===== src/rtl/irq_ack_sequencer_pkg.sv =====
// Shared PIC definitions: sizes, sequencer states, spurious level and the
// lowest-index-wins priority encoder used by the resolver and EOI logic.
package pic_pkg;

    localparam int NUM_IRQ = 8;
    localparam int LVL_W   = 3;

    localparam logic [LVL_W-1:0] SPURIOUS_LVL = 3'd7;

    typedef enum logic [1:0] {
        ST_IDLE = 2'd0,
        ST_REQ  = 2'd1,
        ST_ACK1 = 2'd2,
        ST_ACK2 = 2'd3
    } seq_state_e;

    // Returns {found, index} of the lowest-index set bit (IR0 is highest priority).
    function automatic logic [LVL_W:0] prio_enc(input logic [NUM_IRQ-1:0] vec);
        logic [LVL_W:0] res;
        res = '0;
        for (int i = NUM_IRQ - 1; i >= 0; i--) begin
            if (vec[i]) begin
                res = {1'b1, LVL_W'(i)};
            end
        end
        return res;
    endfunction

endpackage


===== src/rtl/irq_ack_sequencer_if.sv =====
// CPU-side handshake of the sequencer: INT out, INTA pulses in, vector byte out.
interface irq_ack_if;

    logic                        interruptAck;
    logic                        intOut;
    logic [pic_pkg::NUM_IRQ-1:0] dataOut;
    logic                        dataValid;

    modport master (
        output interruptAck,
        input  intOut,
        input  dataOut,
        input  dataValid
    );

    modport slave (
        input  interruptAck,
        output intOut,
        output dataOut,
        output dataValid
    );

endinterface


===== src/rtl/irq_ack_sequencer_resolver.sv =====
// Fixed-priority resolver, fully nested mode: the lowest pending index wins and
// is eligible only when it outranks every level currently in service.
module priority_resolver
    import pic_pkg::*;
(
    input  logic [NUM_IRQ-1:0] pending_i,
    input  logic [NUM_IRQ-1:0] in_service_i,
    output logic               eligible_o,
    output logic [LVL_W-1:0]   winner_o
);

    logic [LVL_W:0] pend_enc;
    logic [LVL_W:0] isr_enc;

    // Compare the best pending level against the best in-service level.
    always_comb begin
        pend_enc   = prio_enc(pending_i);
        isr_enc    = prio_enc(in_service_i);
        winner_o   = pend_enc[LVL_W-1:0];
        eligible_o = pend_enc[LVL_W] &&
                     (!isr_enc[LVL_W] || (pend_enc[LVL_W-1:0] < isr_enc[LVL_W-1:0]));
    end

endmodule


===== src/rtl/irq_ack_sequencer.sv =====
// 8259A interrupt acknowledge sequencer: raises INT for the eligible request,
// runs the two-pulse 8086 INTA cycle and maintains the ISR under EOI commands.
// Optional macro IRQ_ACK_AUTO_EOI_EN adds the autoEoi input (ICW4 AEOI).
//
// state   | meaning
// --------+---------------------------------------------------------------
// ST_IDLE | no request outstanding toward the CPU
// ST_REQ  | INT asserted, waiting for the first INTA pulse
// ST_ACK1 | level latched and ISR set, waiting for the second INTA pulse
// ST_ACK2 | vector byte presented for one cycle
module irq_ack_sequencer
    import pic_pkg::*;
(
    input  logic               clk,
    input  logic               rst_n,
    input  logic [NUM_IRQ-1:0] interruptRequest,
    input  logic [NUM_IRQ-1:0] interruptMask,
    input  logic [4:0]         vectorBase,
    input  logic               eoiPulse,
    input  logic               eoiSpecific,
    input  logic [LVL_W-1:0]   eoiLevel,
`ifdef IRQ_ACK_AUTO_EOI_EN
    input  logic               autoEoi,
`endif
    output logic [NUM_IRQ-1:0] irrClear,
    output logic [NUM_IRQ-1:0] inService,
    irq_ack_if.slave           cpu
);

    seq_state_e          state_q, state_d;
    logic [LVL_W-1:0]    level_q, level_d;
    logic [NUM_IRQ-1:0]  isr_q, isr_d;
    logic [NUM_IRQ-1:0]  irr_clr_q, irr_clr_d;
    logic                int_q, int_d;
    logic [NUM_IRQ-1:0]  data_q, data_d;
    logic                valid_q, valid_d;

    logic [NUM_IRQ-1:0]  pending;
    logic                eligible;
    logic [LVL_W-1:0]    winner;
    logic                enter_ack1;
    logic [LVL_W:0]      eoi_enc;

    assign pending = interruptRequest & ~interruptMask;

    priority_resolver u_resolver (
        .pending_i    (pending),
        .in_service_i (isr_q),
        .eligible_o   (eligible),
        .winner_o     (winner)
    );

    // State register and all registered outputs.
    always_ff @(posedge clk or negedge rst_n) begin
        if (!rst_n) begin
            state_q   <= ST_IDLE;
            level_q   <= '0;
            isr_q     <= '0;
            irr_clr_q <= '0;
            int_q     <= 1'b0;
            data_q    <= '0;
            valid_q   <= 1'b0;
        end else begin
            state_q   <= state_d;
            level_q   <= level_d;
            isr_q     <= isr_d;
            irr_clr_q <= irr_clr_d;
            int_q     <= int_d;
            data_q    <= data_d;
            valid_q   <= valid_d;
        end
    end

    // Next state, level latch and the registered-output next values.
    always_comb begin
        state_d    = state_q;
        level_d    = level_q;
        enter_ack1 = 1'b0;
        case (state_q)
            ST_IDLE: if (eligible) state_d = ST_REQ;
            ST_REQ: begin
                // The pulse edge wins over a disappearing request: that is the spurious path.
                if (cpu.interruptAck) begin
                    state_d    = ST_ACK1;
                    enter_ack1 = 1'b1;
                end else if (!eligible) begin
                    state_d = ST_IDLE;
                end
            end
            ST_ACK1: if (cpu.interruptAck) state_d = ST_ACK2;
            ST_ACK2: state_d = ST_IDLE;
            default: state_d = ST_IDLE;
        endcase

        if (enter_ack1) begin
            level_d = eligible ? winner : SPURIOUS_LVL;
        end

        int_d     = (state_d == ST_REQ);
        valid_d   = (state_d == ST_ACK2);
        irr_clr_d = (enter_ack1 && eligible) ? (NUM_IRQ'(1) << winner) : '0;
        data_d    = (state_q == ST_ACK1 && state_d == ST_ACK2) ?
                    {vectorBase, level_q} : data_q;
    end

    // ISR update: EOI clears land first so a same-cycle ACK1 set always survives.
    always_comb begin
        isr_d   = isr_q;
        eoi_enc = prio_enc(isr_q);
        if (eoiPulse) begin
            if (eoiSpecific) begin
                isr_d[eoiLevel] = 1'b0;
            end else if (eoi_enc[LVL_W]) begin
                isr_d[eoi_enc[LVL_W-1:0]] = 1'b0;
            end
        end
`ifdef IRQ_ACK_AUTO_EOI_EN
        if (autoEoi && state_q == ST_ACK2) begin
            isr_d[level_q] = 1'b0;
        end
`endif
        if (enter_ack1 && eligible) begin
            isr_d[winner] = 1'b1;
        end
    end

    assign irrClear      = irr_clr_q;
    assign inService     = isr_q;
    assign cpu.intOut    = int_q;
    assign cpu.dataOut   = data_q;
    assign cpu.dataValid = valid_q;

endmodule


===== src/flat_wrapper.sv =====
// flat-port wrapper written by rule: the top's interface ports become plain ports
module irq_ack_sequencer_flat import pic_pkg::*;
  (clk, rst_n, interruptRequest, interruptMask, vectorBase, eoiPulse, eoiSpecific, eoiLevel, irrClear, inService, cpu_interruptAck, cpu_intOut, cpu_dataOut, cpu_dataValid);
  irq_ack_if cpu_i ();
  input  logic clk;
  input  logic rst_n;
  input  logic [NUM_IRQ-1:0] interruptRequest;
  input  logic [NUM_IRQ-1:0] interruptMask;
  input  logic [4:0] vectorBase;
  input  logic eoiPulse;
  input  logic eoiSpecific;
  input  logic [LVL_W-1:0] eoiLevel;
  output logic [NUM_IRQ-1:0] irrClear;
  output logic [NUM_IRQ-1:0] inService;
  input wire logic [$bits(cpu_i.interruptAck)-1:0] cpu_interruptAck;
  output wire logic [$bits(cpu_i.intOut)-1:0] cpu_intOut;
  output wire logic [$bits(cpu_i.dataOut)-1:0] cpu_dataOut;
  output wire logic [$bits(cpu_i.dataValid)-1:0] cpu_dataValid;
  assign cpu_i.interruptAck = cpu_interruptAck;
  assign cpu_intOut = cpu_i.intOut;
  assign cpu_dataOut = cpu_i.dataOut;
  assign cpu_dataValid = cpu_i.dataValid;
  irq_ack_sequencer u_core (.clk(clk), .rst_n(rst_n), .interruptRequest(interruptRequest), .interruptMask(interruptMask), .vectorBase(vectorBase), .eoiPulse(eoiPulse), .eoiSpecific(eoiSpecific), .eoiLevel(eoiLevel), .irrClear(irrClear), .inService(inService), .cpu(cpu_i));
endmodule

===== config.mk =====
export PLATFORM = sky130hd
export DESIGN_NAME = irq_ack_sequencer_flat
export DESIGN_NICKNAME = d
export VERILOG_FILES = /design/src/rtl/irq_ack_sequencer_pkg.sv /design/src/rtl/irq_ack_sequencer_if.sv /design/src/rtl/irq_ack_sequencer_resolver.sv /design/src/rtl/irq_ack_sequencer.sv /design/src/flat_wrapper.sv
export SDC_FILE = /design/constraint.sdc
export NUM_CORES = 1
export LEC_CHECK = 0
export CAP_MARGIN = 15
export CORE_MARGIN = 2
export CORE_UTILIZATION = 45
export DETAILED_ROUTE_END_ITERATION = 8
export PLACE_DENSITY = 0.8
export SETUP_SLACK_MARGIN = 0.1
export SLEW_MARGIN = 30
export SYNTH_ARGS = -nofsm -noshare
export SYNTH_HDL_FRONTEND = slang
export SYNTH_SLANG_ARGS = --single-unit
export TNS_END_PERCENT = 30

===== constraint.sdc =====
create_clock -name clk -period 4.7 [get_ports clk]
set_input_delay 0.47 -clock clk [delete_from_list [all_inputs] [get_ports clk]]
set_output_delay 0.47 -clock clk [all_outputs]
set_load 0.05 [all_outputs]

Word-level counts from Yosys, hierarchy flattened:

Index checks and enable logic that the tools add are counted.

* ROM bits: 0
* memories: 0
* register bits after elaboration: 31
* bits in writable memories: 0
* word-level logic and storage cells: 71
* bits in latches: 0

* divide/modulo/power cells: 0
* reduce and logical (&&, ||, !) cells: 9
* $lt $le $gt $ge: 7
* shifts and indexed selects: 1
* $add $sub $neg: 0
* bitwise logic cells: 7
* muxes and demuxes: 35
* multiply operators: 0
* equal/unequal tests: 5

Operators by type and width (count)
* 4-bit 2-to-1 mux: 16
* 8-bit 2-to-1 mux: 5
* 8-bit AND: 3
* 8-bit inverter: 3
* 3-bit by 4-bit less-than comparator with 1-bit output, second input constant: 3
* 1-bit demux with 3-bit select: 3
* 3-bit by 1-bit greater-or-equal comparator with 1-bit output, second input constant: 3
* 2-bit 2-to-1 mux: 4
* 8-bit bitwise OR: 1
* 2-bit case mux with 4 select lines: 1
* 1-bit by 3-bit << shifter with 8-bit output, first input constant: 1
* 2-bit equality test, second input constant: 3
* 1-bit logical AND: 6
* 1-bit 2-to-1 mux: 5
* 2-bit by 1-bit equality test with 1-bit output, second input constant: 2
* 3-bit less-than comparator: 1
* 3-bit 2-to-1 mux: 1
* 2-bit logical NOT: 1
* 1-bit logical NOT: 1
* 1-bit logical OR: 1

Logic depth before layout (Yosys ltp):

* depth in word-level cells: 19
* mapped depth: 9

Cells and area by module:

From an unflattened synthesis, not the netlist that was laid out.

* cells, all modules: 164
* area, all modules: 1555.2 um^2

Modules (own cells, without submodules)
* irq_ack_sequencer: instances 1, cells each 133, area each 1340.0 um^2
* priority_resolver: instances 1, cells each 31, area each 215.2 um^2

Least setup slack after synthesis:

No wires, ideal clock.

* kind: register to register
* start point: reg u_core.isr_q[0] (netlist: u_core.inService[0])
* end point: reg u_core.isr_q[6] (netlist: u_core.inService[6])
* cell stages (with the launch flop): 8
* setup time: 134 ps
* required time: 4566 ps
* setup slack: 2499 ps
* arrival: 2067 ps
* cell sequence: dfrtp_1 -> nor4_2 -> nand2_1 -> ha_1 -> o21ai_0 -> a32o_2 -> o21ai_2 -> o22ai_2

* cells in the longest elaborated chain, start to end: 12
* elaborated cells between the ends (all ways): 18

RTL lines
* from (decl): RTL line irq_ack_sequencer.sv:32 `logic [NUM_IRQ-1:0] isr_q, isr_d;`
* from (signal assigned): RTL line irq_ack_sequencer.sv:66 `isr_q <= isr_d;`
* 4-bit 2-to-1 mux *: RTL line irq_ack_sequencer_pkg.sv:22 `if (vec[i]) begin`
* 3-bit by 4-bit less-than comparator with 1-bit output (not written as such) or 3-bit by 1-bit greater-or-equal comparator with 1-bit output (tied branches): RTL line irq_ack_sequencer.sv:114 `isr_d[eoi_enc[LVL_W-1:0]] = 1'b0;`
* 1-bit logical AND (not written as such): RTL line irq_ack_sequencer.sv:114
* 1-bit 2-to-1 mux (not written as such): RTL line irq_ack_sequencer.sv:114
* 1-bit demux with 3-bit select
* 8-bit inverter (no source line)
* 8-bit AND (no source line)
* 8-bit 2-to-1 mux: RTL line irq_ack_sequencer.sv:113 `end else if (eoi_enc[LVL_W]) begin`
* 8-bit 2-to-1 mux: RTL line irq_ack_sequencer.sv:111 `if (eoiSpecific) begin`
* 8-bit 2-to-1 mux: RTL line irq_ack_sequencer.sv:110 `if (eoiPulse) begin`
* 8-bit bitwise OR (no source line)
* 8-bit 2-to-1 mux *: RTL line irq_ack_sequencer.sv:122 `if (enter_ack1 && eligible) begin`
* via u_core.isr_d[6]: RTL line irq_ack_sequencer.sv:32

Mark *: on every way through the listed nets, which the timed path passes. The rest lies on a longest branch.
A chain may end at the register's enable or synchronous reset.

Final worst setup path:

* start point: in interruptMask[5]
* end point: reg u_core.irr_clr_q[4] (netlist: u_core.irrClear[4])

* cells in the longest elaborated chain, start to end: 13
* elaborated cells between the ends (all ways): 14

RTL lines
* from (decl): RTL line flat_wrapper.sv:8 `input logic [NUM_IRQ-1:0] interruptMask;`
* 8-bit inverter *: RTL line irq_ack_sequencer.sv:44 `assign pending = interruptRequest & ~interruptMask;`
* 8-bit AND *: RTL line irq_ack_sequencer.sv:44
* 4-bit 2-to-1 mux * (6 in a row): RTL line irq_ack_sequencer_pkg.sv:22
* 3-bit less-than comparator: RTL line irq_ack_sequencer_resolver.sv:21 `(!isr_enc[LVL_W] || (pend_enc[LVL_W-1:0] < isr_enc[LVL_W-1:0]));`
* 1-bit logical OR: RTL line irq_ack_sequencer_resolver.sv:21
* 1-bit logical AND: RTL line irq_ack_sequencer_resolver.sv:20 `eligible_o = pend_enc[LVL_W] &&`
* 1-bit logical AND: RTL line irq_ack_sequencer.sv:101 `irr_clr_d = (enter_ack1 && eligible) ? (NUM_IRQ'(1) << winner) : '0;`
* 8-bit 2-to-1 mux *: RTL line irq_ack_sequencer.sv:101
* via u_core.irr_clr_d[4]: RTL line irq_ack_sequencer.sv:33 `logic [NUM_IRQ-1:0] irr_clr_q, irr_clr_d;`
* to (signal assigned): RTL line irq_ack_sequencer.sv:67 `irr_clr_q <= irr_clr_d;`
* to (decl): RTL line irq_ack_sequencer.sv:33

Marked as above.

==> qor.csv <==
stage,metric,value,unit
sta,rsz0062_at_grt,false,
cts,cts_tree,yes,
sta,relSlewSlack,0.6665,
sta,slew_violations,0,
cts,root_buffer,clkbuf_4,
global_route,grt_usage,0.1938,
outcome,outcome,finished clean,
power_and_ir_drop,peakVddDrop,0.0002384,V
detailed_routing,dr.pass1.iters,4,
global_route,grt_max_degree,32,
floorplan,initial_core_util,0.4709,
worst_setup_path,critPathKind,primary input to flip-flop,
cells_and_area,num_antenna_cells,0,
power_and_ir_drop,total_leakage_power,0.9652,nW
yosys,synth_seq_cells,31,
hold_path,hold_class,flip-flop to flip-flop,
global_route,grt_pass1_wl,5989,um
sta,skew,0.01784,ns
cts,hold_buffers,0,
cells_and_area,nets,261,
sta,period_share,0.4918,
floorplan,core_area,0.003337,mm2
sta,fin_setup_tns,0,ns
detailed_routing,routed-wl-met2,1633,um
worst_setup_path,startpoint,interruptMask[5],
detailed_routing,met3_length,238,um
worst_setup_path,r2r-start,u_core.inService[0]$_DFF_PN0_,
detailed_routing,drc,0,
sta,fmax,432.6,MHz
detailed_routing,routed_wl,3548,um
cts,cts_buffers,5,
sta,hold_viol_final,0,
yosys,synth_nets,199,
yosys,synthTopCellsByArea,"dfrtp_1 (49%), nand2_1 (9.8%), nand2b_1 (4.0%), nor2_1 (2.9%), nor3b_1 (2.4%)",
worst_setup_path,worstPathArrival,2.54,ns
yosys,synthFlopType,dfrtp_1,
detailed_routing,postRouteAntennaNets,0,
worst_setup_path,critPathLaunchType,primary input,
floorplan,chipWidth,63.10,um
placement,dp_hpwl,2730,um
worst_setup_path,cp-end-kind,flip-flop,
sta,max_slew.worst_pin.slew,0.4988,ns
detailed_routing,vias_per_cell,5.315,
cells_and_area,area_growth,42.12,%
placement,dpl-instance-area,0.002177,mm2
placement,globalplace.congestion,0.9175,
yosys,synth_top_area_cell,dfrtp_1,
yosys,synth_area,0.001572,mm2
cells_and_area,drive_above_1_share,0.07391,
cts,clock_sinks,31,
yosys,synthDistinctLibCells,36,
yosys,yosysWarnings,0,
detailed_routing,highest_layer,met4,
cts,clockBufferDepth,2,
worst_setup_path,setup.worst_path.end,u_core.irrClear[4]$_DFF_PN0_,
cts,cts_max_level,2,
yosys,synth-seq-area-share,0.4936,
worst_setup_path,critPathRequiredTime,4.92,ns
floorplan,dieArea,0.003981,mm2
run,maxCapViolCount,0,
detailed_routing,wl_per_cell,12.86,um
detailed_routing,met1_length,1602,um
yosys,synth_top_area_share,0.4936,
global_route,antenna_found_initial,0,
yosys,syn_area_per_cell,9.354,um2
yosys,synth_edf_count,0,
sta,setup_viol,0,
cts,worstSkewPairLatency,0.34,ns
sta,period_minus_slack,2.312,ns
worst_setup_path,r2r_slack,2.40,ns
power_and_ir_drop,cellPowerDensity,632.0,mW/mm2
yosys,synth_cells,168,
worst_setup_path,cp_max_fo,8,
detailed_routing,first_iter_violations,93,
cts,postCtsSetupBuffers,0,
floorplan,ios,55,
cts,cts_resized,0,
worst_setup_path,r2r-end,u_core.inService[0]$_DFF_PN0_,
floorplan,die_height,63.10,um
floorplan,num_rows,21,
worst_setup_path,ff2ff_path_depth,7,
placement,portBuffers,54,
global_route,grt_overflow,0,
detailed_routing,vias,1467,
yosys,async_flop_share,1.000,
cts,cts.clk_slew.worst_paths,0.09,ns
cells_and_area,final_cell_area,0.002233,mm2
global_route,first_global_vias,1324,
-- worst min path at each step --
stage                                       start                           endpoint  depth (start not counted)
CTS                 u_core.level_q[0]$_DFFE_PN0P_  u_core.cpu.dataOut[0]$_DFFE_PN0P_                          2
global placement    u_core.level_q[2]$_DFFE_PN0P_  u_core.cpu.dataOut[2]$_DFFE_PN0P_                          2
global route        u_core.level_q[0]$_DFFE_PN0P_  u_core.cpu.dataOut[0]$_DFFE_PN0P_                          2
detailed placement  u_core.level_q[0]$_DFFE_PN0P_  u_core.cpu.dataOut[0]$_DFFE_PN0P_                          2
finish              u_core.level_q[0]$_DFFE_PN0P_  u_core.cpu.dataOut[0]$_DFFE_PN0P_                          2
floorplan                                   rst_n  u_core.cpu.dataOut[0]$_DFFE_PN0P_                          0
-- placed cells by master (no fill, tap or decap), drive strengths merged, types with 3 or more instances in the layout --
cell	Yosys	routed
a21oi	5	5
and2	3	3
clkbuf	0	6
clkdlybuf4s50	0	54
dfrtp	31	31
nand2	41	41
nand2b	10	10
nand3	6	6
nand3b	3	3
nor2	12	12
nor2b	5	5
nor3b	6	6
o211ai	3	3
o21ai	14	14
o22ai	4	4
-- final cells by class --
type	instances	area (um2)
Sequential cell	31	775.7
Fill cell	296	1104
Multi-Input combinational cell	134	784.5
Tap cell	46	57.56
Clock buffer	6	51.30
Timing Repair Buffer	55	548.0
Clock inverter	1	5.005
Inverter	3	11.26
-- routing by layer --
metal,up-vias,track usage
met4,0,0.06667
met2,61,0.3072
met1,675,0.2582
met5,-,0
met3,9,0.05000
li1,722,-
-- registers in the layout, indices dropped and copies added (netlist names) --
signal	flops
u_core.cpu.intOut	1
u_core.irrClear	8
u_core.level_q	3
u_core.cpu.dataOut	8
u_core.inService	8
u_core.cpu.dataValid	1
u_core.state_q	2
-- report_power, final --
group / switching, mW / internal (mW)
logic: 0.532 / 0.298
clock network: 0.0881 / 0.0691
registers: 0.0706 / 0.354
total: 0.691 / 0.721
-- stage by stage --
step	utilization	hold slack, ns	power [mW]	std cells	setup WS [ns]
3_5_place_dp	0.6524	0.4567	1.252	269	2.083
4_1_cts	0.6693	0.4715	1.411	276	2.388
3_3_place_gp	0.6524	0.4480	1.239	269	2.098
2_1_floorplan	-	0.1744	1.000	168	2.499
6_report	0.6693	0.4720	1.412	276	2.388
5_1_grt	0.6693	0.4793	1.500	276	2.269
-- logic make-up after synthesis --
kind of cell	Yosys count	synth area share
compound gates	39	0.1863
simple gates	93	0.2970
buf+inv	3	0.007165
fa+ha+maj	2	0.01592
flops	31	0.4936
-- critical path, stage by stage --
cell and delay (ns):
clkdlybuf4s50_1 0.39, nand2b_1 0.16, and2_1 0.20, a21oi_1 0.15
nor2_1 0.06, ha_1 0.27, o21ai_0 0.20, a32o_2 0.28
nor2_1 0.10, nor3b_1 0.26
-- Yosys cell counts (5+ instances only) --
master / count
nor2b_1: 5
dfrtp_1: 31
nand2b_1: 10
a21oi_1: 5
o21ai_1: 7
nand2_1: 41
nor2_1: 12
o21ai_0: 6
nor3b_1: 5
nand3_1: 6
No activity file was read; power rests on OpenSTA's default activity.
